==> config.mk <==
export PLATFORM = sky130hd
export DESIGN_NAME = rtc_bus_timing_generator
export DESIGN_NICKNAME = d
export VERILOG_FILES = /design/src/rtl/rtc_bus_pkg.sv /design/src/rtl/rtc_bus_timing_generator_timer.sv /design/src/rtl/rtc_bus_timing_generator.sv
export SDC_FILE = /design/constraint.sdc
export NUM_CORES = 1
export LEC_CHECK = 0
export ABC_AREA = 1
export ABC_CLOCK_PERIOD_IN_PS = 2800
export CAP_MARGIN = 20
export CORE_UTILIZATION = 30
export CTS_BUF_LIST = sky130_fd_sc_hd__clkbuf_4
export DETAILED_ROUTE_END_ITERATION = 10
export GPL_TIMING_DRIVEN = 0
export PLACE_DENSITY_LB_ADDON = 0.1
export REMOVE_ABC_BUFFERS = 1
export SETUP_SLACK_MARGIN = 0.15
export SLEW_MARGIN = 20
export SYNTH_ARGS = -nofsm -noshare
export SYNTH_HDL_FRONTEND = slang
export SYNTH_SLANG_ARGS = --single-unit
==> constraint.sdc <==
create_clock -name clk -period 2.8 [get_ports clk]
set_input_delay 0.56 -clock clk [delete_from_list [all_inputs] [get_ports clk]]
set_output_delay 0.56 -clock clk [all_outputs]
set_load 0.01 [all_outputs]
==> src/rtl/rtc_bus_pkg.sv <==
// Shared definitions for the RTC multiplexed-bus timing generator:
// FSM state encoding, default strobe timings and the address/data phase flag.
package rtc_bus_pkg;

    typedef enum logic [3:0] {
        ST_IDLE       = 4'd0,
        ST_ADDR_SETUP = 4'd1,
        ST_ADDR_PULSE = 4'd2,
        ST_ADDR_HOLD  = 4'd3,
        ST_GAP        = 4'd4,
        ST_DATA_SETUP = 4'd5,
        ST_DATA_PULSE = 4'd6,
        ST_DATA_HOLD  = 4'd7,
        ST_DONE       = 4'd8
    } rtc_state_e;

    localparam int RTC_T_SETUP = 2;
    localparam int RTC_T_PULSE = 10;
    localparam int RTC_T_HOLD  = 2;
    localparam int RTC_T_GAP   = 4;

    localparam logic PHASE_ADDR = 1'b0;
    localparam logic PHASE_DATA = 1'b1;

    // Bus content flag: the gap already belongs to the data phase so the
    // bus driver can turn the bus around while CS is high.
    function automatic logic phase_of(rtc_state_e s);
        case (s)
            ST_GAP, ST_DATA_SETUP, ST_DATA_PULSE, ST_DATA_HOLD: phase_of = PHASE_DATA;
            default:                                            phase_of = PHASE_ADDR;
        endcase
    endfunction

endpackage

==> src/rtl/rtc_bus_timing_generator_timer.sv <==
// Loadable down-counter that times each bus phase; o_zero marks the last
// cycle of the current phase.
module rtc_phase_timer #(
    parameter int CNT_W = 5
) (
    input  logic             clk,
    input  logic             reset,
    input  logic             i_load,
    input  logic [CNT_W-1:0] i_load_val,
    input  logic             i_dec,
    output logic             o_zero
);

    logic [CNT_W-1:0] r_count;

    always_ff @(posedge clk or negedge reset) begin
        if (!reset) begin
            r_count <= '0;
        end else if (i_load) begin
            r_count <= i_load_val;
        end else if (i_dec && (r_count != '0)) begin
            r_count <= r_count - CNT_W'(1);
        end
    end

    assign o_zero = (r_count == '0);

endmodule

==> src/rtl/rtc_bus_timing_generator.sv <==
// Intel-style multiplexed-bus strobe generator for the external RTC chip:
// one address phase, optional CS-high gap, one data phase, then a done pulse.
module rtc_bus_timing_generator
    import rtc_bus_pkg::*;
#(
    parameter int T_SETUP = RTC_T_SETUP,
    parameter int T_PULSE = RTC_T_PULSE,
    parameter int T_HOLD  = RTC_T_HOLD,
    parameter int T_GAP   = RTC_T_GAP,
    parameter int CNT_W   = 5
) (
    input  logic clk,
    input  logic reset,
    input  logic en_funcion,
    input  logic in_escribir_leer,
    output logic reg_a_d,
    output logic reg_cs,
    output logic reg_wr,
    output logic reg_rd,
    output logic out_direccion_dato,
    output logic flag_done,
    output logic busy
);

    localparam logic [CNT_W-1:0] LD_SETUP = CNT_W'(T_SETUP - 1);
    localparam logic [CNT_W-1:0] LD_PULSE = CNT_W'(T_PULSE - 1);
    localparam logic [CNT_W-1:0] LD_HOLD  = CNT_W'(T_HOLD - 1);
    localparam logic [CNT_W-1:0] LD_GAP   = CNT_W'((T_GAP > 0) ? (T_GAP - 1) : 0);

    rtc_state_e       r_state;
    rtc_state_e       w_next_state;
    logic             r_en_q;
    logic             r_wr_mode;
    logic             w_start;
    logic             w_load;
    logic [CNT_W-1:0] w_load_val;
    logic             w_dec;
    logic             w_zero;

    logic r_a_d, r_cs, r_wr, r_rd, r_dir, r_done, r_busy;
    logic w_a_d, w_cs, w_wr, w_rd, w_dir, w_done, w_busy;

    // Only a fresh rising edge seen while idle starts a transaction; edges
    // during a transaction are dropped, not queued.
    assign w_start = en_funcion & ~r_en_q & (r_state == ST_IDLE);

    rtc_phase_timer #(
        .CNT_W(CNT_W)
    ) u_timer (
        .clk       (clk),
        .reset     (reset),
        .i_load    (w_load),
        .i_load_val(w_load_val),
        .i_dec     (w_dec),
        .o_zero    (w_zero)
    );

    always_ff @(posedge clk or negedge reset) begin
        if (!reset) begin
            r_state   <= ST_IDLE;
            r_en_q    <= 1'b0;
            r_wr_mode <= 1'b0;
        end else begin
            r_state <= w_next_state;
            r_en_q  <= en_funcion;
            if (w_start) begin
                r_wr_mode <= in_escribir_leer;
            end
        end
    end

    always_comb begin
        w_next_state = r_state;
        w_load       = 1'b0;
        w_load_val   = '0;
        w_dec        = 1'b0;
        case (r_state)
            ST_IDLE: begin
                if (w_start) begin
                    w_next_state = ST_ADDR_SETUP;
                    w_load       = 1'b1;
                    w_load_val   = LD_SETUP;
                end
            end
            ST_ADDR_SETUP: begin
                if (w_zero) begin
                    w_next_state = ST_ADDR_PULSE;
                    w_load       = 1'b1;
                    w_load_val   = LD_PULSE;
                end else begin
                    w_dec = 1'b1;
                end
            end
            ST_ADDR_PULSE: begin
                if (w_zero) begin
                    w_next_state = ST_ADDR_HOLD;
                    w_load       = 1'b1;
                    w_load_val   = LD_HOLD;
                end else begin
                    w_dec = 1'b1;
                end
            end
            ST_ADDR_HOLD: begin
                if (w_zero) begin
                    w_load = 1'b1;
                    if (T_GAP > 0) begin
                        w_next_state = ST_GAP;
                        w_load_val   = LD_GAP;
                    end else begin
                        w_next_state = ST_DATA_SETUP;
                        w_load_val   = LD_SETUP;
                    end
                end else begin
                    w_dec = 1'b1;
                end
            end
            ST_GAP: begin
                if (w_zero) begin
                    w_next_state = ST_DATA_SETUP;
                    w_load       = 1'b1;
                    w_load_val   = LD_SETUP;
                end else begin
                    w_dec = 1'b1;
                end
            end
            ST_DATA_SETUP: begin
                if (w_zero) begin
                    w_next_state = ST_DATA_PULSE;
                    w_load       = 1'b1;
                    w_load_val   = LD_PULSE;
                end else begin
                    w_dec = 1'b1;
                end
            end
            ST_DATA_PULSE: begin
                if (w_zero) begin
                    w_next_state = ST_DATA_HOLD;
                    w_load       = 1'b1;
                    w_load_val   = LD_HOLD;
                end else begin
                    w_dec = 1'b1;
                end
            end
            ST_DATA_HOLD: begin
                if (w_zero) begin
                    w_next_state = ST_DONE;
                end else begin
                    w_dec = 1'b1;
                end
            end
            ST_DONE: begin
                w_next_state = ST_IDLE;
            end
            default: begin
                w_next_state = ST_IDLE;
            end
        endcase
    end

    // Outputs are decoded from the next state so every pin changes on the
    // same edge as the state it belongs to, with no extra cycle of lag.
    always_comb begin
        w_a_d  = PHASE_DATA;
        w_cs   = 1'b1;
        w_wr   = 1'b1;
        w_rd   = 1'b1;
        w_dir  = phase_of(w_next_state);
        w_done = 1'b0;
        w_busy = (w_next_state != ST_IDLE);
        case (w_next_state)
            ST_ADDR_SETUP, ST_ADDR_HOLD: begin
                w_a_d = PHASE_ADDR;
                w_cs  = 1'b0;
            end
            ST_ADDR_PULSE: begin
                w_a_d = PHASE_ADDR;
                w_cs  = 1'b0;
                w_wr  = 1'b0;
            end
            ST_DATA_SETUP, ST_DATA_HOLD: begin
                w_cs = 1'b0;
            end
            ST_DATA_PULSE: begin
                w_cs = 1'b0;
                if (r_wr_mode) begin
                    w_wr = 1'b0;
                end else begin
                    w_rd = 1'b0;
                end
            end
            ST_DONE: begin
                w_done = 1'b1;
            end
            default: begin
            end
        endcase
    end

    always_ff @(posedge clk or negedge reset) begin
        if (!reset) begin
            r_a_d  <= 1'b1;
            r_cs   <= 1'b1;
            r_wr   <= 1'b1;
            r_rd   <= 1'b1;
            r_dir  <= 1'b0;
            r_done <= 1'b0;
            r_busy <= 1'b0;
        end else begin
            r_a_d  <= w_a_d;
            r_cs   <= w_cs;
            r_wr   <= w_wr;
            r_rd   <= w_rd;
            r_dir  <= w_dir;
            r_done <= w_done;
            r_busy <= w_busy;
        end
    end

    assign reg_a_d            = r_a_d;
    assign reg_cs             = r_cs;
    assign reg_wr             = r_wr;
    assign reg_rd             = r_rd;
    assign out_direccion_dato = r_dir;
    assign flag_done          = r_done;
    assign busy               = r_busy;

endmodule

# Word level (Yosys, flattened, before mapping)
# Index checks and enable logic that the tools add are counted.
[totals]
word_cells = 72
mem_count = 0
mem_bits_rw = 0
latch_bits = 0
input_bits = 4
out_inout_bits = 7
romBits = 0
regBits = 18
[classes]
n_eq_ne = 15
shifts = 0
reduce_logical = 13
magnitude_cmp = 0
bitwise = 3
mul = 0
add_sub_neg = 1
div_mod_pow = 0
mux = 29
[op_table]
columns = ["op", "count"]
rows = [
  ["$mux W4", 9],
  ["$eq A4 B3 Y1 const B", 8],
  ["$pmux W4 S8", 1],
  ["$eq A4 B2 Y1 const B", 4],
  ["$pmux W4 S4", 1],
  ["$mux W1", 13],
  ["$reduce_or A6 Y1", 2],
  ["$mux W5", 2],
  ["$eq A4 B1 Y1 const B", 2],
  ["$reduce_or A7 Y1", 1],
  ["$reduce_or A3 Y1", 2],
  ["$logic_not A5 Y1", 1],
  ["$reduce_bool A5 Y1", 1],
  ["$sub A5 B1 Y5 const B", 1],
  ["$eq A4 B4 Y1 const B", 1],
  ["$logic_not A4 Y1", 1],
  ["$pmux W1 S2", 2],
  ["$reduce_bool A4 Y1", 1],
  ["$reduce_or A4 Y1", 1],
  ["$and A1 B1 Y1", 2],
  ["$mux W2", 1],
  ["$reduce_bool A2 Y1", 1],
  ["$reduce_or A2 Y1", 1],
  ["$logic_and A1 B1 Y1", 1],
  ["$not A1 Y1", 1],
]

# Depth between registers and ports, before layout
[depth]
ltp_word = 8
ltp_mapped = 11
ltp_nobuf = 11

# Cells and area by module
# Synthesis repeated with hierarchy kept, for this count alone.
[hier_totals]
hier_cells = 111
area_unflattened_um2 = 910.9
[modules_own_cells]
columns = ["mod", "cells_per_inst", "area_each_um2", "seq_area_each_um2", "instances"]
rows = [
  ["rtc_bus_timing_generator", 65, 575.6, 330.3, 1],
  ["rtc_phase_timer", 46, 335.3, 125.1, 1],
]

# Worst setup path before layout
# Ideal clock, no wire load.
[synth_path]
path_type = "flip-flop to flip-flop"
from = "register u_timer.r_count[0]"
to = "register r_busy (netlist: busy)"
setup_ns = 0.120
n_path_buf = 0
path_slack_ns = 1.408
arrival_ns = 1.272
path_stages_with_launch = 12
cell_sequence = "dfrtp_1 -> inv_1 -> ha_1 -> inv_1 -> nor2_2 -> nand2_4 -> nand2_1 -> nand2_1 -> nand2_2 -> nand2_4 -> nor2_2 -> nand2_1"
[synth_between]
elab_chain_len = 4
word_cells_on_any_way = 10
cone_classes = "mux: 8; reduce/logical: 2"
[synth_rtl]
columns = ["item", "line_no", "text"]
rows = [
  ["start, declared", "rtc_bus_timing_generator_timer.sv:14", "logic [CNT_W-1:0] r_count;"],
  ["start signal, assigned", "rtc_bus_timing_generator_timer.sv:20", "r_count <= i_load_val;"],
  ["start signal, assigned", "rtc_bus_timing_generator_timer.sv:22", "r_count <= r_count - CNT_W'(1);"],
  ["$logic_not A5 Y1 *", "rtc_bus_timing_generator_timer.sv:26", "assign o_zero = (r_count == '0);"],
  ["$mux W4, or another cell as far along", "rtc_bus_timing_generator.sv:145", "if (w_zero) begin"],
  ["$pmux W4 S8 *", "rtc_bus_timing_generator.sv:77", "case (r_state)"],
  ["via w_next_state[0]", "rtc_bus_timing_generator.sv:31", "rtc_state_e w_next_state;"],
  ["$reduce_bool A4 Y1 *", "rtc_bus_timing_generator.sv:169", "w_busy = (w_next_state != ST_IDLE);"],
  ["via w_busy", "rtc_bus_timing_generator.sv:41", "logic w_a_d, w_cs, w_wr, w_rd, w_dir, w_done, w_busy;"],
  ["end signal, assigned", "rtc_bus_timing_generator.sv:215", "r_busy <= w_busy;"],
  ["end, declared", "rtc_bus_timing_generator.sv:40", "logic r_a_d, r_cs, r_wr, r_rd, r_dir, r_done, r_busy;"],
]
# The timed path passes the listed nets; every way through them passes the cells marked *.
# A chain may end at the register's enable or synchronous reset.

# Worst setup path after layout
[layout_path]
from = "register r_cs (netlist: reg_cs)"
to = "output reg_cs"
[layout_rtl]
columns = ["item", "line_no", "text"]
rows = [
  ["start, declared", "rtc_bus_timing_generator.sv:40", ""],
  ["start signal, assigned", "rtc_bus_timing_generator.sv:210", "r_cs <= w_cs;"],
  ["end, declared", "rtc_bus_timing_generator.sv:17", "output logic reg_cs,"],
]
# No word-level cell between the ends.

==> reports/metrics.csv <==
metric;value;unit
skew final;0.00463;ns
Leak;0.592;nW
clock power share;10.8;%
fin. max-slew vios;0;
Clk Tree Root Cell;clkbuf_4;
pin count of the biggest net entering global routing;19;
CTS buffer count;3;
sequential power share;34.1;%
Post-Syn Instances;122;
Switching Share;46.1;%
layout cells sized above 1;25.0;%
Post-CTS Repair Setup Buffers;0;
Hold Crit Start;u_timer.r_count[0]$_DFFE_PN0P_;
worst setup margin;0.893;ns
Avg Cell Area, Syn;8.13;um2
Post-DRT Antenna Nets;0;
WHS Endpoint;u_timer.r_count[0]$_DFFE_PN0P_;
# rows;20;
Post-route DRC;0;
Synth Warn #;0;
routability cong.;0.829;
max frequency;0.525;GHz
post-DR vias/cell;4.28;
Seq/Total Area, Yosys;45.9;%
GR Util All Layers;12.6;%
die width;59.5;um
Buffers on Ports;10;
CTS clk-pin slew, worst paths;0.11;ns
Power Internal;0.000688;W
grt ovf;0;
CP startpoint kind;flop;
Cell Pwr Density;1090;mW/mm2
combinational power share;55.1;%
GRT Max-Usage Layer;met2;
Synth top area share;35.3;%
grt met1 use;15.6;%
CP Data Arrival Time;1.35;ns
CP delay by family, top;flip-flops;
Design Power;0.00128;W
Min-Delay Path Class;reg -> reg;
I/O Pins;11;
CP required;2.24;ns
post-DP HPWL;1.39;mm
Reg-to-Reg End;busy$_DFF_PN0_;
min cycle time layout;1.91;ns
worst-path fanout max;1;
Core Area;0.00310;mm2
Die Area;0.00354;mm2
placed insts;176;
Fin. Hold Viols;0;
Fillers;325;
CP bufs+invs;1;
Yosys cell types;22;
Worst path depth;1;
first-pass GRT wire length;3.21;mm
die height;59.5;um
NetSw;0.000588;W
Worst VDD drop;0.543;mV
Worst R2R Start;u_timer.r_count[0]$_DFFE_PN0P_;
initial antenna violation count;0;
WS Path Type;reg -> out;
reg2reg setup slack;1.16;ns
Layout Cells excl Fill;180;
final worst-path cycle share;68.1;%
FF-to-FF path depth;9;
CTS H-tree depth;1;
met2 usage;19.9;%
P&R area growth vs syn;18.3;%
CTS Buffer Depth;2;
GRT met3 Usage;3.93;%
vias in the first global route;730;
DR WL/cell;10.2;um
area leader, netlist;dfrtp_1;
mapped cell area;992;um2
1st-iter DRT viols;12;
Worst path max stage delay;0.53;ns
slowest cell on the critical path;dfstp_2;
WHS Path Cells;2;
Max-Cap Viols;0;
Setup Slack @ Placement;0.988;ns
RSZ-0062 raised after global routing;no;
worst path cell trace;clkdlybuf4s50_1;
post-cts sizing count;0;
final setup fails;0;
top post-synthesis cells by area;dfrtp_1 (35%), nand2_1 (16%), dfstp_2 (11%);
TritonCTS Sinks;18;
worst skew pair latency;0.30;ns
CTS Hold Bufs;0;
first drt pass iteration count;4;
Setup TNS Final;0;ns
TritonCTS clock tree;built;
CP endpoint kind;output pin;
detailed-route via count;770;
WL final;1.84;mm
outcome;finished clean;
net count reported at finish;143;
# diodes;0;
register bit count reported by yosys;18;
Slew @ Worst Pin;0.810;ns
Worst slew margin;45.8;%
Initial Utilization;32.0;%
[worst max path at each step]
| stage | from | to | slack (ns) |
|---|---|---|---|
| final | reg_cs$_DFF_PN1_ | reg_cs | 0.89 |
| after global routing | reg_a_d$_DFF_PN1_ | reg_a_d | 0.84 |
| after CTS | reg_cs$_DFF_PN1_ | reg_cs | 0.87 |
| after detailed placement | en_funcion | u_timer.r_count[4]$_DFFE_PN0P_ | 0.99 |
| after global placement | en_funcion | u_timer.r_count[4]$_DFFE_PN0P_ | 1.01 |
| after floorplan | u_timer.r_count[0]$_DFFE_PN0P_ | busy$_DFF_PN0_ | 1.41 |
[cell type report]
cell class              count  area, um2  area share [%]
clock buffers               3       22.5            1.92
clock inverters             1       3.75           0.320
inverters                  17       66.3            5.65
multi-input cells          87        470            40.1
flip-flops and latches     18        455            38.8
well taps                  44       55.1            4.69
repair buffers             10        100            8.53
[placed cells by master (no fill, tap or decap), drive strengths merged]
cell type | synthesis | routed
xor2 | 2 | 2
nand2 | 52 | 52
dfrtp | 14 | 14
clkbuf | 0 | 3
clkinv | 0 | 1
a21oi | 3 | 3
nand3 | 6 | 6
ha | 2 | 2
inv | 17 | 17
nand4 | 1 | 1
nor2 | 15 | 15
nor3 | 2 | 2
dfstp | 4 | 4
o21ai | 4 | 4
clkdlybuf4s50 | 0 | 10
[synthesized netlist by cell type]
master / count
nor3_2: 1
nand4_1: 1
nand2_1: 42
dfrtp_1: 14
a21oi_2: 1
nand2_4: 2
nor3_1: 1
inv_2: 3
o21ai_2: 1
inv_4: 1
dfstp_2: 4
nand3_1: 5
ha_1: 2
nor2_1: 6
nor2_2: 5
o21ai_0: 3
a21oi_1: 2
nand3_2: 1
nor2_4: 4
nand2_2: 8
inv_1: 13
xor2_1: 2
[state kept, by name, indices dropped and copies added (netlist names)]
signal and count:
busy 1, reg_wr 1, r_wr_mode 1, r_en_q 1, u_timer.r_count 5, r_state 4
flag_done 1, reg_a_d 1, reg_cs 1, reg_rd 1, out_direccion_dato 1
[through the flow]
stage	hold slack (ns)	utilization, %	area, um2
after floorplan	0.264	-	992
after global placement	0.461	37.0	1150
after detailed placement	0.459	37.0	1150
after CTS	0.486	37.8	1170
after global routing	0.514	37.8	1170
final	0.482	37.8	1170
[logic make-up (layout without fill, tap and decap cells)]
group,after synthesis,in the layout,synth area share (%)
adders and majority gates,2,2,2.52
AOI/OAI and AO/OA,7,7,4.29
and+or+nand+nor,76,76,38.8
xor gates and xnor gates,2,2,1.77
buffers and inverters,17,31,6.68
DFF,18,18,45.9
[power groups by stage]
stage | Combinational [W] | Sequential [W] | Clock [W]
floorplan | 0.000534 | 0.000443 | 0
global placement | 0.000710 | 0.000440 | 0
detailed placement | 0.000710 | 0.000439 | 0
CTS | 0.000711 | 0.000434 | 0.000146
global route | 0.000818 | 0.000444 | 0.000156
finish | 0.000703 | 0.000435 | 0.000138
[per-layer routing]
| metal | vias up | wire [um] |
|---|---|---|
| li1 | 399 | - |
| met1 | 352 | 865 |
| met2 | 14 | 861 |
| met3 | 5 | 82 |
| met4 | 0 | 34 |
| met5 | - | 0 |
(Power assumes the default switching activity.)
